$ cat src/rtl/rw_pkg.sv
// Shared types and constants for the read/write request scheduler.
package rw_pkg;

  localparam int unsigned NREQ          = 2;
  localparam int unsigned IDX_W         = 1;
  localparam int unsigned PAGE_W        = 16;
  localparam int unsigned DATA_W        = 64;
  localparam int unsigned RETRY_W       = 3;
  localparam int unsigned MAX_RETRY_DEF = 3;

  typedef enum logic [1:0] {
    IDLE      = 2'd0,
    ISSUE     = 2'd1,
    WAIT_DONE = 2'd2,
    RESPOND   = 2'd3
  } state_e;

  // Operands captured from the granted requester
  typedef struct packed {
    logic              wr;
    logic [PAGE_W-1:0] page;
    logic [DATA_W-1:0] wdata;
  } op_t;

endpackage

$ cat src/rtl/rw_sched_if.sv
// Requester-side and rwFSM-side signals of the scheduler, bundled as one interface.
interface rw_sched_if;
  import rw_pkg::*;

  logic [NREQ-1:0]             req;
  logic [NREQ-1:0]             req_wr;
  logic [NREQ-1:0][PAGE_W-1:0] req_page;
  logic [NREQ-1:0][DATA_W-1:0] req_wdata;
  logic [NREQ-1:0]             resp_done;
  logic                        resp_ok;
  logic [DATA_W-1:0]           resp_rdata;
  logic                        busy;
  logic                        start_read;
  logic                        start_write;
  logic [PAGE_W-1:0]           RWmemPage;
  logic [DATA_W-1:0]           RW_data_write;
  logic                        rwFSM_done;
  logic                        read_success;
  logic                        write_success;
  logic [DATA_W-1:0]           RW_data_read;

  // Environment side: requesters plus the rwFSM engine
  modport master (
    output req, req_wr, req_page, req_wdata, rwFSM_done, read_success, write_success, RW_data_read,
    input  resp_done, resp_ok, resp_rdata, busy, start_read, start_write, RWmemPage, RW_data_write
  );

  // Scheduler side
  modport slave (
    input  req, req_wr, req_page, req_wdata, rwFSM_done, read_success, write_success, RW_data_read,
    output resp_done, resp_ok, resp_rdata, busy, start_read, start_write, RWmemPage, RW_data_write
  );

endinterface

$ cat src/rtl/rr_arb2.sv
// Two-way round-robin arbiter: the last-granted requester loses a tie.
module rr_arb2 (
  input  logic [1:0] req_i,
  input  logic       last_i,
  output logic       gnt_o_c
);

  assign gnt_o_c = (req_i == 2'b11) ? ~last_i : req_i[1];

endmodule

$ cat src/rtl/rw_reg.sv
// Generic enable register with asynchronous active-low clear.
module rw_reg #(
  parameter int unsigned W = 1
) (
  input  logic         clk,
  input  logic         rst_L,
  input  logic         en_i,
  input  logic [W-1:0] d_i,
  output logic [W-1:0] q_o
);

  always_ff @(posedge clk or negedge rst_L) begin
    if (!rst_L)    q_o <= '0;
    else if (en_i) q_o <= d_i;
  end

endmodule

$ cat src/rtl/rw_sched.sv
// Round-robin scheduler for two requesters in front of a single rwFSM engine,
// with bounded retry of failed operations.
module rw_sched
  import rw_pkg::*;
#(
  parameter int unsigned MAX_RETRY = MAX_RETRY_DEF
) (
  input logic     clk,
  input logic     rst_L,
  rw_sched_if.slave io
);

  state_e             state_q, state_d;
  logic [RETRY_W-1:0] retry_q, retry_d;
  logic [IDX_W-1:0]   last_q, last_d;
  logic [IDX_W-1:0]   idx_q, idx_d;
  logic [IDX_W-1:0]   gnt;
  logic               start_rd_q, start_rd_d;
  logic               start_wr_q, start_wr_d;
  logic [NREQ-1:0]    done_q, done_d;
  logic               ok_q, ok_d;
  logic               busy_q, busy_d;
  logic               cap_en;
  logic               success;
  op_t                cap_d, op_q;
  logic [DATA_W-1:0]  rdata_d, rdata_q;

  rr_arb2 u_arb (
    .req_i   (io.req),
    .last_i  (last_q),
    .gnt_o_c (gnt)
  );

  assign cap_d = '{wr: io.req_wr[gnt], page: io.req_page[gnt], wdata: io.req_wdata[gnt]};

  rw_reg #(.W($bits(op_t))) u_op_reg (
    .clk   (clk),
    .rst_L (rst_L),
    .en_i  (cap_en),
    .d_i   (cap_d),
    .q_o   (op_q)
  );

  // Result register is reloaded every cycle so rdata is zero outside RESPOND
  rw_reg #(.W(DATA_W)) u_rdata_reg (
    .clk   (clk),
    .rst_L (rst_L),
    .en_i  (1'b1),
    .d_i   (rdata_d),
    .q_o   (rdata_q)
  );

  always_ff @(posedge clk or negedge rst_L) begin
    if (!rst_L) begin
      state_q    <= IDLE;
      retry_q    <= '0;
      last_q     <= IDX_W'(1);
      idx_q      <= '0;
      start_rd_q <= 1'b0;
      start_wr_q <= 1'b0;
      done_q     <= '0;
      ok_q       <= 1'b0;
      busy_q     <= 1'b0;
    end else begin
      state_q    <= state_d;
      retry_q    <= retry_d;
      last_q     <= last_d;
      idx_q      <= idx_d;
      start_rd_q <= start_rd_d;
      start_wr_q <= start_wr_d;
      done_q     <= done_d;
      ok_q       <= ok_d;
      busy_q     <= busy_d;
    end
  end

  // Next state; registered outputs are computed for the state being entered
  always_comb begin
    state_d    = state_q;
    retry_d    = retry_q;
    last_d     = last_q;
    idx_d      = idx_q;
    cap_en     = 1'b0;
    start_rd_d = 1'b0;
    start_wr_d = 1'b0;
    done_d     = '0;
    ok_d       = 1'b0;
    rdata_d    = '0;
    success    = op_q.wr ? io.write_success : io.read_success;

    unique case (state_q)
      IDLE: begin
        if (|io.req) begin
          cap_en     = 1'b1;
          idx_d      = gnt;
          retry_d    = '0;
          start_wr_d = io.req_wr[gnt];
          start_rd_d = ~io.req_wr[gnt];
          state_d    = ISSUE;
        end
      end
      ISSUE: state_d = WAIT_DONE;
      WAIT_DONE: begin
        if (io.rwFSM_done) begin
          if (success) begin
            ok_d          = 1'b1;
            rdata_d       = op_q.wr ? '0 : io.RW_data_read;
            done_d[idx_q] = 1'b1;
            state_d       = RESPOND;
          end else if (retry_q < RETRY_W'(MAX_RETRY)) begin
            retry_d    = (retry_q == '1) ? retry_q : retry_q + RETRY_W'(1);
            start_wr_d = op_q.wr;
            start_rd_d = ~op_q.wr;
            state_d    = ISSUE;
          end else begin
            done_d[idx_q] = 1'b1;
            state_d       = RESPOND;
          end
        end
      end
      RESPOND: begin
        last_d  = idx_q;
        state_d = IDLE;
      end
      default: state_d = IDLE;
    endcase

    busy_d = (state_d != IDLE);
  end

  assign io.start_read    = start_rd_q;
  assign io.start_write   = start_wr_q;
  assign io.resp_done     = done_q;
  assign io.resp_ok       = ok_q;
  assign io.resp_rdata    = rdata_q;
  assign io.busy          = busy_q;
  assign io.RWmemPage     = op_q.page;
  assign io.RW_data_write = op_q.wdata;

endmodule

$ cat src/flat_wrapper.sv
// flat-port wrapper written by rule: the top's interface ports become plain ports
module rw_sched_flat import rw_pkg::*;
#(
  parameter int unsigned MAX_RETRY = MAX_RETRY_DEF
)
  (clk, rst_L, io_req, io_req_wr, io_req_page, io_req_wdata, io_rwFSM_done, io_read_success, io_write_success, io_RW_data_read, io_resp_done, io_resp_ok, io_resp_rdata, io_busy, io_start_read, io_start_write, io_RWmemPage, io_RW_data_write);
  rw_sched_if io_i ();
  input logic clk;
  input logic rst_L;
  input wire logic [$bits(io_i.req)-1:0] io_req;
  input wire logic [$bits(io_i.req_wr)-1:0] io_req_wr;
  input wire logic [$bits(io_i.req_page)-1:0] io_req_page;
  input wire logic [$bits(io_i.req_wdata)-1:0] io_req_wdata;
  input wire logic [$bits(io_i.rwFSM_done)-1:0] io_rwFSM_done;
  input wire logic [$bits(io_i.read_success)-1:0] io_read_success;
  input wire logic [$bits(io_i.write_success)-1:0] io_write_success;
  input wire logic [$bits(io_i.RW_data_read)-1:0] io_RW_data_read;
  output wire logic [$bits(io_i.resp_done)-1:0] io_resp_done;
  output wire logic [$bits(io_i.resp_ok)-1:0] io_resp_ok;
  output wire logic [$bits(io_i.resp_rdata)-1:0] io_resp_rdata;
  output wire logic [$bits(io_i.busy)-1:0] io_busy;
  output wire logic [$bits(io_i.start_read)-1:0] io_start_read;
  output wire logic [$bits(io_i.start_write)-1:0] io_start_write;
  output wire logic [$bits(io_i.RWmemPage)-1:0] io_RWmemPage;
  output wire logic [$bits(io_i.RW_data_write)-1:0] io_RW_data_write;
  assign io_i.req = io_req;
  assign io_i.req_wr = io_req_wr;
  assign io_i.req_page = io_req_page;
  assign io_i.req_wdata = io_req_wdata;
  assign io_i.rwFSM_done = io_rwFSM_done;
  assign io_i.read_success = io_read_success;
  assign io_i.write_success = io_write_success;
  assign io_i.RW_data_read = io_RW_data_read;
  assign io_resp_done = io_i.resp_done;
  assign io_resp_ok = io_i.resp_ok;
  assign io_resp_rdata = io_i.resp_rdata;
  assign io_busy = io_i.busy;
  assign io_start_read = io_i.start_read;
  assign io_start_write = io_i.start_write;
  assign io_RWmemPage = io_i.RWmemPage;
  assign io_RW_data_write = io_i.RW_data_write;
  rw_sched #(.MAX_RETRY(MAX_RETRY)) u_core (.clk(clk), .rst_L(rst_L), .io(io_i));
endmodule
$ cat config.mk
export PLATFORM = sky130hd
export DESIGN_NAME = rw_sched_flat
export DESIGN_NICKNAME = d
export VERILOG_FILES = /design/src/rtl/rw_pkg.sv /design/src/rtl/rw_sched_if.sv /design/src/rtl/rr_arb2.sv /design/src/rtl/rw_reg.sv /design/src/rtl/rw_sched.sv /design/src/flat_wrapper.sv
export SDC_FILE = /design/constraint.sdc
export NUM_CORES = 1
export LEC_CHECK = 0
export ABC_CLOCK_PERIOD_IN_PS = 3350
export CAP_MARGIN = 15
export CORE_ASPECT_RATIO = 1.2
export CORE_MARGIN = 8
export CORE_UTILIZATION = 45
export CTS_CLUSTER_SIZE = 16
export DETAILED_ROUTE_END_ITERATION = 8
export GPL_TIMING_DRIVEN = 1
export PLACE_DENSITY = 0.83
export SLEW_MARGIN = 20
export SYNTH_ARGS = -nofsm -noshare
export SYNTH_HDL_FRONTEND = slang
export SYNTH_SLANG_ARGS = --single-unit
$ cat constraint.sdc
create_clock -name clk -period 3.35 [get_ports clk]
set_input_delay 0.5025 -clock clk [delete_from_list [all_inputs] [get_ports clk]]
set_output_delay 0.5025 -clock clk [all_outputs]
set_load 0.02 [all_outputs]
==> results of run 1 <==
worst reg2reg max path: cells and delay by family (launching register included):
kind                   cells  cell delay [ns]
buffers and inverters      1             0.39
AO/OA/AOI/OAI              1             0.53
flip-flops                 1             0.39
multiplexers               2             0.59
logic make-up after synthesis:
logic type | count (synthesis) | synth area share (%)
simple gates | 84 | 6.493
compound gates | 8 | 0.8136
fa+ha+maj | 2 | 0.3128
flops | 158 | 49.45
mux | 167 | 30.76
buf+inv | 107 | 12.17
worst paths after layout:
kind                                               from                    endpoint  slack, ns  cells past startpoint
worst max register to register            u_core.last_q     u_core.u_op_reg.q_o[33]       1.34                      4
worst min-delay path                              rst_L  u_core.u_rdata_reg.q_o[41]       0.06                      1
worst max-delay path                          io_req[1]     u_core.u_op_reg.q_o[33]       1.12                      5
min in group clk                u_core.u_op_reg.q_o[40]     u_core.u_op_reg.q_o[40]       0.51                      1
max in group asynchronous                         rst_L  u_core.u_rdata_reg.q_o[44]       2.38                      2
worst min register to register  u_core.u_op_reg.q_o[40]     u_core.u_op_reg.q_o[40]       0.51                      1
per-stage QoR:
step / instance area (µm²) / utilization (%) / hold slack (ns) / setup WS, ns / total power [mW]
floorplan: 7998 / - / 0.2069 / 1.701 / 6.214
global route: 11940 / 68.45 / 0.09996 / 1.049 / 9.610
detailed placement: 11310 / 64.86 / 0.4720 / 0.6658 / 7.214
global placement: 11310 / 64.86 / 0.4779 / 0.7232 / 7.137
finish: 11940 / 68.45 / 0.06365 / 1.118 / 9.213
CTS: 11940 / 68.45 / 0.07617 / 1.114 / 9.320
routing by layer:
metal | up-vias | routed length [µm]
met5 | - | 0
met4 | 0 | 342
met3 | 21 | 1814
met2 | 194 | 12440
met1 | 2429 | 8426
li1 | 2304 | -
flip-flops by register name (all words and copies together), names as in the netlist:
signal                  cells
u_core.io.start_read        1
u_core.io.resp_ok           1
u_core.io.start_write       1
u_core.state_q              2
u_core.retry_q              3
u_core.u_op_reg.q_o        81
u_core.last_q               1
u_core.io.resp_done         2
u_core.io.busy              1
u_core.u_rdata_reg.q_o     64
u_core.idx_q                1
final cells by class:
| type | instances | share of cell area [%] |
|---|---|---|
| sequential | 158 | 33.13 |
| clock inverter | 14 | 1.646 |
| timing repair buffer | 396 | 33.55 |
| tap | 220 | 2.306 |
| multi-input combinational | 261 | 25.71 |
| inverter | 2 | 0.06289 |
| clock buffer | 18 | 3.595 |
placed cells by master, fill, tap and decap left out, drive strengths merged, types with 5 or more instances in the layout:
cell,Yosys,final
nand2,5,5
inv,2,9
mux2,162,162
clkbuf,6,18
mux2i,5,5
and2,64,64
clkdlybuf4s50,0,381
buf,99,15
dfrtp,157,157
where the power goes:
part           internal (mW)  total (mW)  switching (mW)  leakage (nW)
sequential              2.52        2.89           0.370          2.01
clock                   1.20        2.05           0.845         0.299
combinational           2.50        4.28            1.77          3.13
==> run metrics, run 1 <==
die area 22310 µm²; Max Root-Sink Buffers 2; ys flop type dfrtp_1; flip-flop and latch count after synthesis 158; minimum clock period 2.232 ns; PortBufs 382; postcts setup bufs 0; cts hold-fix bufs 0; first-pass GRT wire length 34070 µm; Worst-path clk slew 0.07 ns; antenna violations before repair 0; Lkg Pwr 5.432 nW; CP delay by family, top buffers and inverters; number of synthesized flops with an enable pin 0; max incr delay on CP 0.56 ns; Yosys cell types 31; max-cap violations 0; layout overhead on the synthesized area 49.26%; Slew headroom 57.61%; worst vdd ir 0.4543 mV; Netlist Area Pre-Place 7998 µm²; fillers roughly 1200; total grt overflow 0; critical path, cell by cell clkdlybuf4s50_1 -> a21boi_4 -> buf_4 -> mux2_4 -> mux2_4; outcome finished, final reports clean; synth warn 0; Post-Syn Instances 526; slowest CP cell a21boi_4; CTS Root Cell clkbuf_16; synthesized net count 761; total track usage between 20% and 30%; vias in the first global route 5634; final setup fails 0; Hold WC Path Type primary input to asynchronous set/reset pin; syn avg cell area 15.20 µm²; Buffers & Inverters on Critical Path 2; drt via density between 4 and 5; proportion of layout cells with a drive suffix above 1 25.09%; Final ANT Viol Nets 0; hpwl dp 17940 µm; Inserted Clock Buffers 17; Die Y-Extent 162.0 µm; WS Path Type primary input to flip-flop; Final Hold Vio Count 0; footprint of the multi-input gates 3069 µm²; CTS H-tree lvls 4; Top Ports 383; GR Util met1 a little under a quarter; crit-path max FO 14; die width approximately 140 µm; Required @ worst endpoint 3.65 ns; Antenna Cells 0; # DRC 0; largest area contributor in the netlist dfrtp_1; routed wire length 23020 µm; most used cell, CP mux2_4; Sink Count 158; Seq/Total Area, Yosys 49.45%; worst clock skew 0.01022 ns; Fmax 448.1 MHz; Final TNS setup 0 ns; Startpoint Class primary input; Non-Filler Instances 1069; Crit. End Element flip-flop; worst-skew pair later-pin latency around 0.42 ns; met2 Use GR 36.02%; period utilization 66.62%; Nets 1071; met3 GRT Util 6.489%; largest net degree at the start of global routing 65; Pwr per Cell Area 771.7 nW/µm²; drt first pass iters 4; Placeable Area approximately 17000 µm²; count leader, synth dfrtp_1; global route hottest layer met2; Area contributors post-synth dfrtp_1, mux2_4, buf_4, and2_1, buf_12; TritonCTS clock tree done; Placer Congestion 0.8214; total number of vias 4948; Worst Max-Slew Pin Slew around 0.63 ns; asr flop ratio synth 100.0%; Critical Path AT 2.53 ns; Synth top cells by count dfrtp_1, mux2_4, buf_4, and2_1, buf_12; fin. max-slew vios 0; Starting Density 45.86%; post_cts resized 0; placed insts 1037; site row count 53; share of the synthesized area in the top cell type 49.12%; RSZ-0062 raised after global routing no; Iteration-0 DRC Markers 298; wire length per cell between 20 and 25 µm; register area 3955 µm²
(Power assumes the default switching activity.)
==> run 2: changes to the inputs <==
--- a/config.mk
+++ b/config.mk
@@ -5,15 +5,15 @@
 export SDC_FILE = /design/constraint.sdc
 export NUM_CORES = 1
 export LEC_CHECK = 0
-export ABC_CLOCK_PERIOD_IN_PS = 3350
+export ABC_CLOCK_PERIOD_IN_PS = 1850
 export CAP_MARGIN = 15
 export CORE_ASPECT_RATIO = 1.2
 export CORE_MARGIN = 8
-export CORE_UTILIZATION = 45
+export CORE_UTILIZATION = 37
 export CTS_CLUSTER_SIZE = 16
 export DETAILED_ROUTE_END_ITERATION = 8
 export GPL_TIMING_DRIVEN = 1
-export PLACE_DENSITY = 0.83
+export PLACE_DENSITY = 0.73
 export SLEW_MARGIN = 20
 export SYNTH_ARGS = -nofsm -noshare
 export SYNTH_HDL_FRONTEND = slang
==> constraint.sdc (replaced) <==
create_clock -name clk -period 1.85 [get_ports clk]
set_input_delay 0.2775 -clock clk [delete_from_list [all_inputs] [get_ports clk]]
set_output_delay 0.2775 -clock clk [all_outputs]
set_load 0.02 [all_outputs]
==> run metrics, run 2 (same netlist as run 1, synthesis figures left out) <==
register area 3955 µm²; PortBufs 382; TritonCTS clock tree done; Slew headroom around 65%; total track usage around 17%; Die Y-Extent 177.1 µm; CTS Root Cell clkbuf_16; die area 26600 µm²; routed wire length 22300 µm; post-route cell area 12210 µm²; max incr delay on CP 0.71 ns; Area after DPL around 12000 µm²; critical path, cell by cell clkdlybuf4s50_1; die width about 150 µm; Logic pwr share 47.0%; post_cts resized 0; Lkg Pwr 5.545 nW; total number of vias 5030; antenna violations before repair 0; Startpoint Class flip-flop; CP delay by family, top buffers and inverters; slowest CP cell clkdlybuf4s50_1; proportion of layout cells with a drive suffix above 1 26.81%; most frequent cells in the layout clkdlybuf4s50_1, dfrtp_1, mux2_4; worst-skew pair later-pin latency 0.42 ns; Clock Power Share 21.6%; worst clock skew 0.01088 ns; postcts setup bufs 0; WS Path Type flip-flop to output port; Non-Filler Instances 1143; Seq pwr share around a third; Placer Congestion 0.8486; Starting Density between 30% and 40%; Final ANT Viol Nets 0; crit-path max FO 2; Antenna Cells 0; Largest regs u_core.u_op_reg.q_o: 81 flops, u_core.u_rdata_reg.q_o: 64 flops, u_core.retry_q: 3 flops; Hold WC Path Type primary input to asynchronous set/reset pin; largest net degree at the start of global routing 65; Nets 1091; Max Root-Sink Buffers 2; outcome finished, final reports clean; internal cell power 11.01 mW; fin. max-slew vios 0; first-pass GRT wire length 33530 µm; Worst Max-Slew Pin Slew 0.5309 ns; Place WS -0.2242 ns; # DRC 0; Inserted Clock Buffers 17; Buffers & Inverters on Critical Path 1; max-cap violations 0; final setup fails 0; CTS H-tree lvls 4; site row count a little under 60; Required @ worst endpoint 1.57 ns; vias in the first global route 5682; Pwr per Cell Area between 1000 and 1500 nW/µm²; Most flops, register u_core.u_op_reg.q_o; fin worst setup slack 0.09093 ns; minimum clock period approximately 1.8 ns; sw power about 5.6 mW; wire length per cell 19.51 µm; layout overhead on the synthesized area 52.61%; Sw Ratio 33.55%; Critical Path AT 1.48 ns; Final TNS setup 0 ns; drt via density 4.401; total grt overflow 0; Crit. End Element output port; hpwl dp 17720 µm; Final Hold Vio Count 0; footprint of the multi-input gates 3069 µm²; Fmax between 500 and 600 MHz; Placeable Area 21480 µm²; period utilization 95.09%; cts hold-fix bufs 1; Iteration-0 DRC Markers 112; worst vdd ir 0.8244 mV; commonest non-fill, non-tap cell in the layout clkdlybuf4s50_1; Largest register FFs 81; fillers between 1500 and 2000; Worst-path clk slew 0.08 ns; Top Ports 383; Sink Count 158; drt first pass iters 4; placed insts 1110; RSZ-0062 raised after global routing no
[run 2: cell type report]
type,count,area share (%)
Multi-Input combinational cell,261,25.15
Sequential cell,158,32.40
Inverter,2,0.06151
Clock buffer,17,3.485
Clock inverter,15,1.517
Timing Repair Buffer,416,34.58
Tap cell,274,2.809
[run 2: worst paths after layout]
check | startpoint | end | slack (ns) | depth (start not counted)
worst max-delay path | u_core.u_op_reg.q_o[0] | io_RW_data_write[0] | 0.09 | 1
worst min-delay path | rst_L | u_core.u_op_reg.q_o[34] | 0.38 | 2
worst max register to register | u_core.state_q[1] | u_core.u_op_reg.q_o[45] | 0.13 | 4
worst min register to register | u_core.u_op_reg.q_o[80] | u_core.io.start_read | 0.49 | 1
max in group asynchronous | rst_L | u_core.last_q | 0.86 | 3
min in group clk | io_RW_data_read[18] | u_core.u_rdata_reg.q_o[18] | 0.40 | 2
[run 2: through the flow]
step           hold WS, ns  util [%]  total power [mW]
6_report            0.3793     56.82             16.56
5_1_grt             0.3730     56.82             17.37
4_1_cts             0.3695     56.82             16.80
3_5_place_dp        0.2796     53.93             13.14
3_3_place_gp        0.2801     53.93             13.04
2_1_floorplan     -0.01809         -             11.25
[run 2: per-layer routing]
| metal | vias to the layer above | share of wire [%] | global-route usage [%] |
|---|---|---|---|
| li1 | 2347 | - | - |
| met4 | 0 | 1.8 | 5.215 |
| met3 | 23 | 7.7 | 5.602 |
| met2 | 215 | 51 | 28.67 |
| met1 | 2445 | 39 | 19.09 |
| met5 | - | 0 | 0 |
[run 2: worst register-to-register path: cells and delay by family (launching register included)]
family                 cells  cell delay [ns]
buffers and inverters      1             0.30
DFF                        1             0.41
muxes                      1             0.37
and+or+nand+nor            2             0.51
[run 2: power by group through the flow]
| stage | Sequential [mW] | Clock [mW] | Combinational [mW] |
|---|---|---|---|
| after floorplan | 5.18 | 0 | 6.08 |
| after global placement | 5.24 | 0 | 7.80 |
| after detailed placement | 5.24 | 0 | 7.90 |
| after CTS | 5.22 | 3.69 | 7.90 |
| after global routing | 5.34 | 3.85 | 8.19 |
| final | 5.20 | 3.57 | 7.79 |
==> run 3: changes to the inputs <==
--- a/config.mk
+++ b/config.mk
@@ -6,8 +6,8 @@
 export NUM_CORES = 1
 export LEC_CHECK = 0
 export ABC_CLOCK_PERIOD_IN_PS = 1850
-export CAP_MARGIN = 15
-export CORE_ASPECT_RATIO = 1.2
+export CAP_MARGIN = 20
+export CORE_ASPECT_RATIO = 0.5
 export CORE_MARGIN = 8
 export CORE_UTILIZATION = 37
 export CTS_CLUSTER_SIZE = 16
==> run metrics, run 3 (same netlist as run 1, synthesis figures left out) <==
slowest CP cell clkdlybuf4s50_1; die area 26860 µm²; Critical Path AT 1.51 ns; outcome finished, final reports clean; critical path, cell by cell clkdlybuf4s50_1; antenna violations before repair 0; layout overhead on the synthesized area 51.63%; Hold WC Path Type primary input to asynchronous set/reset pin; routed wire length 23630 µm; proportion of layout cells with a drive suffix above 1 26.39%; fin. max-slew vios 0; total track usage 17.45%; drt via density around 4.3; worst clock skew 0.01043 ns; post_cts resized 0; vias in the first global route 5743; Slew headroom 72.15%; crit-path max FO 2; Inserted Clock Buffers 17; Fmax 560.2 MHz; Area after DPL about 12000 µm²; Final Hold Vio Count 0; Required @ worst endpoint 1.57 ns; Max Root-Sink Buffers 2; Lkg Pwr 5.501 nW; site row count 38; Pwr per Cell Area 1356 nW/µm²; # DRC 0; Die Y-Extent 120.0 µm; Largest regs u_core.u_op_reg.q_o: 81 flops, u_core.u_rdata_reg.q_o: 64 flops, u_core.retry_q: 3 flops; Antenna Cells 0; worst-skew pair later-pin latency ~0.44 ns; TritonCTS clock tree done; Startpoint Class flip-flop; RSZ-0062 raised after global routing no; Largest register FFs 81; worst vdd ir 0.5198 mV; Nets 1086; PortBufs 382; Final ANT Viol Nets 0; post-route cell area 12130 µm²; largest net degree at the start of global routing between 60 and 70; CTS H-tree lvls 4; Most flops, register u_core.u_op_reg.q_o; Placer Congestion 0.8337; total number of vias 5005; total grt overflow 0; final setup fails 0; max-cap violations 0; Buffers & Inverters on Critical Path 1; Worst Max-Slew Pin Slew 0.4178 ns; wire length per cell between 20 and 25 µm; CTS Root Cell clkbuf_16; most frequent cells in the layout clkdlybuf4s50_1, dfrtp_1, mux2_4; first-pass GRT wire length 35400 µm; Starting Density between 30% and 40%; CP delay by family, top buffers and inverters; Placeable Area roughly 21000 µm²; period utilization 96.49%; die width 223.9 µm; Final TNS setup 0 ns; max incr delay on CP approximately 0.66 ns; Sink Count 158; Iteration-0 DRC Markers just under 200; Top Ports around 380; drt first pass iters 4; Worst-path clk slew 0.07 ns; fillers 1763; hpwl dp ~19000 µm; WS Path Type flip-flop to output port; minimum clock period ~1.8 ns; Crit. End Element output port; commonest non-fill, non-tap cell in the layout clkdlybuf4s50_1
==> run 3: changes by cell type in the layout (fill, tap and decap cells not counted), moves of 2 or more <==
cell,previous run,this run
buf_12,11,9
inv_6,3,6
clkinv_8,5,0
clkinv_2,0,2
clkinv_4,1,3
buf_4,22,19
==> run 3: what timing repair did <==
action,4_1_cts,5_1_grt
hold buffers,1,0
hold endpoints to repair,36,0
setup buffers,0,0
==> run 3: routing by layer <==
metal	wire (µm)	vias to the layer above	track usage, %
met4	522	0	6.181
met1	8978	2529	18.95
met5	0	-	0
met3	835	30	4.481
li1	-	2339	-
met2	13300	107	32.75
==> run 3: cell type report <==
cell class	count	area (µm²)	area share [%]
timing repair buffer	411	4158	34.29
clock inverter	14	122.6	1.011
tap	300	375.4	3.095
inverter	2	7.507	0.06191
clock buffer	18	439.2	3.622
sequential	158	3955	32.61
multi-input combinational	261	3069	25.31
==> run 3: stage by stage <==
stage	utilization, %	hold slack, ns	instances	worst slack, ns	power [mW]
finish	56.55	0.3454	1164	0.06489	16.45
global route	56.55	0.3440	1164	0.005104	17.21
CTS	56.55	0.3091	1164	0.02289	16.68
detailed placement	53.89	0.2277	1131	-0.3007	13.18
global placement	53.89	0.2275	1131	-0.2706	13.07
floorplan	-	-0.01809	526	0.3080	11.25
==> run 3: path summary, 6_finish.rpt <==
| check | to | slack, ns | start | cells past startpoint |
|---|---|---|---|---|
| setup / recovery | io_RW_data_write[21] | 0.06 | u_core.u_op_reg.q_o[21] | 1 |
| hold / removal | u_core.u_rdata_reg.q_o[35] | 0.35 | rst_L | 2 |
| setup reg to reg | u_core.u_op_reg.q_o[74] | 0.12 | u_core.state_q[0] | 4 |
| hold reg to reg | u_core.io.start_read | 0.49 | u_core.u_op_reg.q_o[80] | 1 |
| max in group asynchronous | u_core.u_op_reg.q_o[14] | 0.85 | rst_L | 3 |
| min in group clk | u_core.u_rdata_reg.q_o[58] | 0.39 | io_RW_data_read[58] | 2 |
==> run 3: where the power goes <==
part	switching (mW)	total, mW	internal, mW
Sequential	0.656	5.21	4.56
Clock	1.57	3.38	1.80
Combinational	3.26	7.86	4.60
Total	5.49	16.4	11.0
